$ cat config.mk
export PLATFORM = sky130hd
export DESIGN_NAME = unbalanced_ram_arbiter
export DESIGN_NICKNAME = d
export VERILOG_FILES = /design/src/rtl/unbalanced_ram_arbiter_pkg.sv /design/src/rtl/unbalanced_ram_arbiter_lane_packer.sv /design/src/rtl/unbalanced_ram_arbiter.sv
export SDC_FILE = /design/constraint.sdc
export NUM_CORES = 1
export LEC_CHECK = 0
export CORE_MARGIN = 3
export CORE_UTILIZATION = 49
export DETAILED_ROUTE_END_ITERATION = 8
export HOLD_SLACK_MARGIN = 0.02
export PLACE_DENSITY = 0.77
export SLEW_MARGIN = 20
export SYNTH_ARGS = -nofsm -noshare
export SYNTH_HDL_FRONTEND = slang
export SYNTH_SLANG_ARGS = --single-unit
$ cat constraint.sdc
create_clock -name clk -period 1.75 [get_ports clk]
set_input_delay 0.35 -clock clk [delete_from_list [all_inputs] [get_ports clk]]
set_output_delay 0.35 -clock clk [all_outputs]
set_load 0.005 [all_outputs]
$ cat src/rtl/unbalanced_ram_arbiter_pkg.sv
// Shared constants for the unbalanced RAM arbiter: grant encodings,
// supported RAM read latencies and the lane-index width helper.
package unbalanced_ram_arbiter_pkg;

    localparam logic [1:0] GNT_NONE = 2'd0;
    localparam logic [1:0] GNT_WR   = 2'd1;
    localparam logic [1:0] GNT_RD   = 2'd2;

    localparam int RAM_LATENCY_MIN = 1;
    localparam int RAM_LATENCY_MAX = 2;

    // Width of the lane field inside a narrow address; never narrower than one bit.
    function automatic int lane_width(input int lanes);
        return (lanes > 1) ? $clog2(lanes) : 1;
    endfunction

endpackage

$ cat src/rtl/unbalanced_ram_arbiter_lane_packer.sv
// Packs in-order narrow lanes into one wide word and parks the finished word
// in a single pending register until the arbiter writes it to the RAM.
module lane_packer
    import unbalanced_ram_arbiter_pkg::*;
#(
    parameter int DATA_WIDTH_A = 64,
    parameter int ADDR_WIDTH_A = 7,
    parameter int DEINTERLEAVE = 2,
    parameter int DATA_WIDTH_B = DATA_WIDTH_A / DEINTERLEAVE,
    parameter int ADDR_WIDTH_B = ADDR_WIDTH_A + $clog2(DEINTERLEAVE)
) (
    input  logic                    clk,
    input  logic                    rst_n,
    input  logic [ADDR_WIDTH_B-1:0] wr_addr,
    input  logic [DATA_WIDTH_B-1:0] wr_data,
    input  logic                    wr_valid,
    output logic                    wr_ready,
    output logic                    wr_err,
    input  logic                    pend_grant,
    output logic                    pend_full,
    output logic [ADDR_WIDTH_A-1:0] pend_addr,
    output logic [DATA_WIDTH_A-1:0] pend_data
);

    localparam int LW = lane_width(DEINTERLEAVE);
    localparam int BW = DATA_WIDTH_B * (DEINTERLEAVE - 1);
    localparam logic [LW-1:0] LAST_LANE = LW'(DEINTERLEAVE - 1);

    logic [LW-1:0]           lane;
    logic [ADDR_WIDTH_A-1:0] wide_addr;
    logic                    accept;
    logic [DATA_WIDTH_A-1:0] packed_word;

    logic [BW-1:0]           lanes_d, lanes_q;
    logic [ADDR_WIDTH_A-1:0] base_d, base_q;
    logic [LW-1:0]           exp_lane_d, exp_lane_q;
    logic                    err_d, err_q;
    logic                    pend_full_d, pend_full_q;
    logic [ADDR_WIDTH_A-1:0] pend_addr_d, pend_addr_q;
    logic [DATA_WIDTH_A-1:0] pend_data_d, pend_data_q;

    assign lane        = wr_addr[LW-1:0];
    assign wide_addr   = wr_addr[ADDR_WIDTH_B-1:LW];
    assign packed_word = {wr_data, lanes_q};

    // Only the closing lane needs a free pending slot; a slot freed by this
    // cycle's write grant can be refilled at the same edge.
    assign wr_ready = rst_n && !(lane == LAST_LANE && pend_full_q && !pend_grant);
    assign accept   = wr_valid && wr_ready;

    always_comb begin
        lanes_d     = lanes_q;
        base_d      = base_q;
        exp_lane_d  = exp_lane_q;
        err_d       = 1'b0;
        pend_full_d = pend_full_q && !pend_grant;
        pend_addr_d = pend_addr_q;
        pend_data_d = pend_data_q;
        if (accept) begin
            if (lane == '0) begin
                base_d                             = wide_addr;
                lanes_d[0 +: DATA_WIDTH_B]         = wr_data;
                exp_lane_d                         = LW'(1);
            end else if (lane == exp_lane_q && wide_addr == base_q) begin
                if (lane == LAST_LANE) begin
                    pend_full_d = 1'b1;
                    pend_addr_d = base_q;
                    pend_data_d = packed_word;
                    exp_lane_d  = '0;
                end else begin
                    lanes_d[int'(lane) * DATA_WIDTH_B +: DATA_WIDTH_B] = wr_data;
                    exp_lane_d = exp_lane_q + LW'(1);
                end
            end else begin
                // Out-of-order or foreign beat: drop it and the partial word.
                err_d      = 1'b1;
                exp_lane_d = '0;
            end
        end
    end

    always_ff @(posedge clk) begin
        if (!rst_n) begin
            lanes_q     <= '0;
            base_q      <= '0;
            exp_lane_q  <= '0;
            err_q       <= 1'b0;
            pend_full_q <= 1'b0;
            pend_addr_q <= '0;
            pend_data_q <= '0;
        end else begin
            lanes_q     <= lanes_d;
            base_q      <= base_d;
            exp_lane_q  <= exp_lane_d;
            err_q       <= err_d;
            pend_full_q <= pend_full_d;
            pend_addr_q <= pend_addr_d;
            pend_data_q <= pend_data_d;
        end
    end

    assign wr_err    = err_q;
    assign pend_full = pend_full_q;
    assign pend_addr = pend_addr_q;
    assign pend_data = pend_data_q;

endmodule

$ cat src/rtl/unbalanced_ram_arbiter.sv
// Shares the wide RAM port between a packed narrow write stream and a wide
// read requester: one operation per cycle, round-robin, read-after-write safe.
module unbalanced_ram_arbiter
    import unbalanced_ram_arbiter_pkg::*;
#(
    parameter int DATA_WIDTH_A = 64,
    parameter int ADDR_WIDTH_A = 7,
    parameter int DEINTERLEAVE = 2,
    parameter int RAM_LATENCY  = 1,
    parameter int DATA_WIDTH_B = DATA_WIDTH_A / DEINTERLEAVE,
    parameter int ADDR_WIDTH_B = ADDR_WIDTH_A + $clog2(DEINTERLEAVE)
) (
    input  logic                    clk,
    input  logic                    rst_n,
    input  logic [ADDR_WIDTH_B-1:0] wr_addr,
    input  logic [DATA_WIDTH_B-1:0] wr_data,
    input  logic                    wr_valid,
    output logic                    wr_ready,
    output logic                    wr_err,
    input  logic [ADDR_WIDTH_A-1:0] rd_addr,
    input  logic                    rd_valid,
    output logic                    rd_ready,
    output logic [DATA_WIDTH_A-1:0] rd_data,
    output logic                    rd_data_valid,
    output logic [ADDR_WIDTH_A-1:0] ram_addr,
    output logic [DATA_WIDTH_A-1:0] ram_din,
    output logic                    ram_en,
    output logic                    ram_we,
    input  logic [DATA_WIDTH_A-1:0] ram_dout
);

    if (RAM_LATENCY < RAM_LATENCY_MIN || RAM_LATENCY > RAM_LATENCY_MAX) begin : g_bad_latency
        $error("unbalanced_ram_arbiter: unsupported RAM_LATENCY");
    end

    logic                    pend_full;
    logic [ADDR_WIDTH_A-1:0] pend_addr;
    logic [DATA_WIDTH_A-1:0] pend_data;
    logic [1:0]              grant;

    logic [1:0]              last_grant_d, last_grant_q;
    logic [ADDR_WIDTH_A-1:0] ram_addr_d, ram_addr_q;
    logic [DATA_WIDTH_A-1:0] ram_din_d, ram_din_q;
    logic [RAM_LATENCY-1:0]  rd_vpipe_d, rd_vpipe_q;
    logic                    rd_data_valid_d, rd_data_valid_q;
    logic [DATA_WIDTH_A-1:0] rd_data_d, rd_data_q;

    lane_packer #(
        .DATA_WIDTH_A (DATA_WIDTH_A),
        .ADDR_WIDTH_A (ADDR_WIDTH_A),
        .DEINTERLEAVE (DEINTERLEAVE),
        .DATA_WIDTH_B (DATA_WIDTH_B),
        .ADDR_WIDTH_B (ADDR_WIDTH_B)
    ) u_packer (
        .clk        (clk),
        .rst_n      (rst_n),
        .wr_addr    (wr_addr),
        .wr_data    (wr_data),
        .wr_valid   (wr_valid),
        .wr_ready   (wr_ready),
        .wr_err     (wr_err),
        .pend_grant (grant == GNT_WR),
        .pend_full  (pend_full),
        .pend_addr  (pend_addr),
        .pend_data  (pend_data)
    );

    // A read of the pending word's address must see the new data, so the
    // write is forced ahead of it regardless of whose turn it is.
    always_comb begin
        grant = GNT_NONE;
        if (rst_n) begin
            if (pend_full && rd_valid) begin
                if (pend_addr == rd_addr || last_grant_q == GNT_RD) begin
                    grant = GNT_WR;
                end else begin
                    grant = GNT_RD;
                end
            end else if (pend_full) begin
                grant = GNT_WR;
            end else if (rd_valid) begin
                grant = GNT_RD;
            end
        end
    end

    assign rd_ready = (grant == GNT_RD);
    assign ram_en   = (grant != GNT_NONE);
    assign ram_we   = (grant == GNT_WR);

    always_comb begin
        ram_addr = ram_addr_q;
        ram_din  = ram_din_q;
        if (!rst_n) begin
            ram_addr = '0;
            ram_din  = '0;
        end else if (grant == GNT_WR) begin
            ram_addr = pend_addr;
            ram_din  = pend_data;
        end else if (grant == GNT_RD) begin
            ram_addr = rd_addr;
        end
        ram_addr_d   = ram_addr;
        ram_din_d    = ram_din;
        last_grant_d = (grant != GNT_NONE) ? grant : last_grant_q;
    end

    // Each stage marks a read whose data is travelling through the RAM.
    always_comb begin
        rd_vpipe_d    = rd_vpipe_q;
        rd_vpipe_d[0] = rd_ready;
        for (int i = 1; i < RAM_LATENCY; i++) begin
            rd_vpipe_d[i] = rd_vpipe_q[i-1];
        end
        rd_data_valid_d = rd_vpipe_q[RAM_LATENCY-1];
        rd_data_d       = rd_vpipe_q[RAM_LATENCY-1] ? ram_dout : rd_data_q;
    end

    always_ff @(posedge clk) begin
        if (!rst_n) begin
            last_grant_q    <= GNT_RD;
            ram_addr_q      <= '0;
            ram_din_q       <= '0;
            rd_vpipe_q      <= '0;
            rd_data_valid_q <= 1'b0;
            rd_data_q       <= '0;
        end else begin
            last_grant_q    <= last_grant_d;
            ram_addr_q      <= ram_addr_d;
            ram_din_q       <= ram_din_d;
            rd_vpipe_q      <= rd_vpipe_d;
            rd_data_valid_q <= rd_data_valid_d;
            rd_data_q       <= rd_data_d;
        end
    end

    assign rd_data_valid = rd_data_valid_q;
    assign rd_data       = rd_data_q;

endmodule

# After elaboration in Yosys (flattened, before gate mapping)
# Cells that the tools add are included.
# word_totals
reg_bits	252
inputBits	115
output_inout_bits	141
word_cells	49
# classes
eq_ne	6
muxes	15
bitwise	1
n_reduce_logical	14
# ops
op	n
64-bit two-way mux	2
7-bit two-way mux	3
7-bit == test	2
2-bit two-way mux	5
1-bit logical AND	7
3-bit AND reduction	2
1-bit two-way mux	5
2-bit == test, second input constant	2
2-bit by 1-bit == test with 1-bit output, second input constant	1
1-bit logical NOT	2
2-bit AND reduction	1
2-bit nonzero test	1
1-bit == test	1
1-bit logical OR	1
1-bit inverter	1

# Depth between registers and ports, before layout
# logic_depth
depth_word	12
depth_mapped	7

# Hierarchy
# A second synthesis with hierarchy kept.
# hier_totals
hier_cells	1134
area_unflattened_um2	10697.8
# modules_own_cells
module	instances	cells_each	area_each_um2	seq_area_each_um2
unbalanced_ram_arbiter	1	631	6259.8	2782.7
lane_packer	1	503	4438.0	2262.2

# Worst setup path before layout
# No wires, ideal clock.
# synth_timing
kind	input to output
from	in rd_addr[2]
to	out ram_din[32]
arrival_ps	1377
required_ps	1400
path_slack_ps	23
path_stages	7
path_buffers	2
cell_sequence	xnor2_1 -> nand3_1 -> o211ai_1 -> nand2_1 -> buf_2 -> buf_6 -> mux2i_1
# synth_between
elab_chain_cells	8
# synth_rtl
element	line_no	source
from (decl)	unbalanced_ram_arbiter.sv:20	input logic [ADDR_WIDTH_A-1:0] rd_addr,
7-bit == test	unbalanced_ram_arbiter.sv:74	if (pend_addr == rd_addr || last_grant_q == GNT_RD) begin
1-bit logical OR	unbalanced_ram_arbiter.sv:74	
2-bit two-way mux	unbalanced_ram_arbiter.sv:74	
2-bit two-way mux	unbalanced_ram_arbiter.sv:73	if (pend_full && rd_valid) begin
2-bit two-way mux	unbalanced_ram_arbiter.sv:72	if (rst_n) begin
2-bit by 1-bit == test with 1-bit output	unbalanced_ram_arbiter.sv:97	end else if (grant == GNT_WR) begin
64-bit two-way mux	unbalanced_ram_arbiter.sv:97	
64-bit two-way mux	unbalanced_ram_arbiter.sv:94	if (!rst_n) begin
to (decl)	unbalanced_ram_arbiter.sv:26	output logic [DATA_WIDTH_A-1:0] ram_din,
# No other way between the ends.

# Final worst setup path
# layout_timing
from	reg u_packer.pend_addr_q[0] (netlist: u_packer.pend_addr[0])
to	out ram_din[56]
# layout_between
elab_chain_cells	8
# layout_rtl
element	line_no	source
from (decl)	unbalanced_ram_arbiter_lane_packer.sv:39	logic [ADDR_WIDTH_A-1:0] pend_addr_d, pend_addr_q;
from (signal assigned)	unbalanced_ram_arbiter_lane_packer.sv:97	pend_addr_q <= pend_addr_d;
7-bit == test	unbalanced_ram_arbiter.sv:74	
1-bit logical OR	unbalanced_ram_arbiter.sv:74	
2-bit two-way mux	unbalanced_ram_arbiter.sv:74	
2-bit two-way mux	unbalanced_ram_arbiter.sv:73	
2-bit two-way mux	unbalanced_ram_arbiter.sv:72	
2-bit by 1-bit == test with 1-bit output	unbalanced_ram_arbiter.sv:97	
64-bit two-way mux	unbalanced_ram_arbiter.sv:97	
64-bit two-way mux	unbalanced_ram_arbiter.sv:94	
# No other way between the ends.

==> flow_summary_export.csv <==
group,metric,value,unit
routing,wl_per_cell,18.8,um
floorplan,initial_core_util,50.2,%
cts,clockBufferDepth,3,
sta,finClkSkew,0.0114,ns
yosys,syn_area_per_cell,9.72,um^2
cts,clkTransAtPathRegs,0.06,ns
sta,hold_viol,0,
yosys,ys_types,29,
cells_and_area,nets,1582,
yosys,ys.warnings.count,0,
yosys,synth_top_area_cell,"dfxtp_1",
cts,clk_latency,0.53,ns
cts,cts_root_buffer,"clkbuf_16",
worst_setup_path,reg2reg_to,"ram_din_q[29]$_SDFF_PN0_",
floorplan,die_area,22600,um^2
global_route,grt_usage,27.0,%
worst_setup_path,endpoint_kind,"output port",
worst_setup_path,r2r_cells,11,
routing,drt-total-wl,33.1,mm
routing,drt-initial-drc-count,510,
yosys,yosys_most_used_dff,"dfxtp_1",
global_route,antenna_found_initial,2,
hold_path,holdPathEnd,"u_packer.pend_data[58]$_SDFFE_PN0P_",
sta,slew_viol_final,0,
worst_setup_path,reg2reg_from,"u_packer.pend_addr[0]$_SDFFE_PN0P_",
global_route,grt_pass1_wl,48.4,mm
job,drv_cap,0,
sta,max_freq,353,MHz
worst_setup_path,crit_required,1.40,ns
yosys,ys_seq_area_share,49.4,%
power_and_ir_drop,pwr_density_cell,824,nW/um^2
routing,via_count,9064,
yosys,syn-instance-count,1051,
placement,dpl_cell_area,14000,um^2
status,violations,"setup timing",
floorplan,fp.coreArea,20400,um^2
routing,via_per_inst,5.15,
placement,portBuffers,255,
worst_setup_path,worstPathArrival,2.48,ns
routing,drc,0,
floorplan,ios,256,
yosys,synth_edf_count,0,
yosys,syn-cell-area,10200,um^2
worst_setup_path,max_stage_delay,0.34,ns
sta,finalSetupViolations,214,
hold_path,whs_path_depth,4,
yosys,synth_seq_cells,252,
global_route,grt_start_max_net_pins,66,
cells_and_area,multi_input_area,4830,um^2
power_and_ir_drop,peakVddDrop,748,uV
worst_setup_path,reg2reg_slack,-0.42,ns
cells_and_area,area_growth,53.5,%
hold_path,min-delay-start,"rst_n",
placement,place_ws,-1.41,ns
cells_and_area,fin_util,77.0,%
floorplan,die-width,150,um
sta,min_period,2.83,ns
status,status,"complete, but fails checks",
yosys,yosysTopAreaCellShare,49.4,%
worst_setup_path,start_kind,"flip-flop",
sta,setup_ws,-1.08,ns
floorplan,die_h,150,um
routing,first_pass_iters,5,
yosys,synth_most_common_cell,"nand2_1",
global_route,grt-ovfl-total,0,
placement,dp_hpwl,19.8,mm
cells_and_area,final-seq-area,5060,um^2
global_route,grt_pass1_vias,9087,
yosys,synthesis.nets,1166,
worst_setup_path,cp_max_fo,12,
cts,cts_buffers,27,
placement,placedCellCount,1653,
cts,htree_levels,1,
cells_and_area,post-route-cell-area,15700,um^2
power_and_ir_drop,leakagePower,8.13,nW
worst_setup_path,path_class,"flip-flop to output port",
sta,fin_crit_sh,162,%
sta,rsz0062_at_grt,"true",
cts,clock_sinks,252,
yosys,ys_top_cells_by_count,"293 x nand2_1, 277 x mux2i_1, 252 x dfxtp_1",
cts,hold_buffers,0,
hold_path,hp-class,"input pin to flip-flop",
yosys,async_flop_share,0,%
floorplan,std_cell_rows,52,
yosys,synth_area_leaders,"dfxtp_1 49%, mux2i_1 27%, nand2_1 11%, nor2_1 2.5%, a21oi_1 2.1%",
worst_setup_path,crit_path_top_delay_cell,"dfxtp_2",
worst_setup_path,crit_chain,"xnor2_1, nand4_1, o211ai_1, nand2_4, buf_6, buf_16, buf_8, mux2i_4, buf_2",
sta,max_slew.worst_pin.slew,0.635,ns
cts,cts_tree,"yes",
placement,gp_congestion,0.870,
routing,ant_nets,0,
cells_and_area,nFillCells,1311,
cells_and_area,instances_no_fill,1760,
sta,max-slew-margin-rel,57.7,%
cells_and_area,final_layout_size_suffix_gt1_share,25.0,%
-- layout make-up --
class / instances / area share (%)
antenna: 3 / 0.0479
clock buffer: 38 / 5.15
clock inverter: 11 / 0.854
inverter: 2 / 0.0638
multi-input combinational: 722 / 30.8
sequential: 252 / 32.3
tap: 270 / 2.15
timing repair buffer: 462 / 28.6
-- critical path: cells and delay by family (launching register included) --
| kind | cells | cell delay, ns |
|---|---|---|
| AO/OA/AOI/OAI | 1 | 0.32 |
| XOR/XNOR | 1 | 0.17 |
| buffers and inverters | 4 | 0.60 |
| flip-flops | 1 | 0.34 |
| multiplexers | 1 | 0.21 |
| AND/OR/NAND/NOR | 2 | 0.31 |
-- power by group --
group | internal (mW) | leakage [nW] | switching (mW)
Combinational | 0.559 | 5.61 | 0.450
Sequential | 5.85 | 2.05 | 0.0627
Clock | 3.65 | 0.473 | 2.35
-- logic make-up after synthesis --
logic type	share of synthesized area (%)
AO/OA/AOI/OAI	2.46
XOR/XNOR	1.29
buffers and inverters	4.76
flip-flops	49.4
multiplexers	27.9
AND/OR/NAND/NOR	14.2
-- metrics by stage --
stage,power [mW],hold WS (ns),TNS (ns)
global route,13.3,0.315,-107.87
finish,12.9,0.314,-97.57
CTS,13.0,0.291,-71.21
floorplan,6.42,0.435,0
global placement,7.03,0.440,-145.53
detailed placement,7.05,0.446,-154.45
-- flip-flops by register name, summed over array words and instances (netlist names), 2 cells and up --
register,flops
ram_addr_q,7
last_grant_q,2
rd_data,64
u_packer.lanes_q,32
ram_din_q,64
u_packer.base_q,7
u_packer.pend_data,64
u_packer.pend_addr,7
-- per-layer routing --
layer,track usage (%),vias to the layer above,part of all wire [%]
met5,0,-,0
met3,6.95,65,7.6
met2,48.0,331,51
met4,8.01,0,2.8
met1,32.2,4329,39
li1,-,4339,-
-- how the worst max path moves through the flow --
stage | startpoint | end | slack (ns) | cells past startpoint
finish | u_packer.pend_addr[0]$_SDFFE_PN0P_ | ram_din[56] | -1.08 | 9
global route | u_packer.pend_addr[0]$_SDFFE_PN0P_ | ram_din[30] | -1.13 | 9
CTS | u_packer.pend_addr[3]$_SDFFE_PN0P_ | ram_din[31] | -0.97 | 9
detailed placement | rd_addr[3] | ram_din[56] | -1.41 | 8
global placement | rd_addr[5] | ram_din[56] | -1.37 | 8
floorplan | rd_addr[2] | ram_din[32] | 0.02 | 7
-- timing repair --
item                                    4_1_cts  5_1_grt
resized for setup                           377       71
buffers inserted                             34       14
gates cloned                                 14        2
endpoints found under the setup margin      187      236
pin swaps                                    12        7
-- layout by cell type (no fill, tap or decap), types with 12 or more instances in the layout --
cell and instances:
nand2_1 292, buf_4 144, buf_16 12, dfxtp_1 240, buf_12 22, nor2_1 67
a21oi_1 40, buf_2 63, mux2i_1 268, dlymetal6s2s_1 21, buf_6 18, clkbuf_16 30
dlygate4sd2_1 29, clkdlybuf4s50_1 131
(Power assumes the default switching activity.)
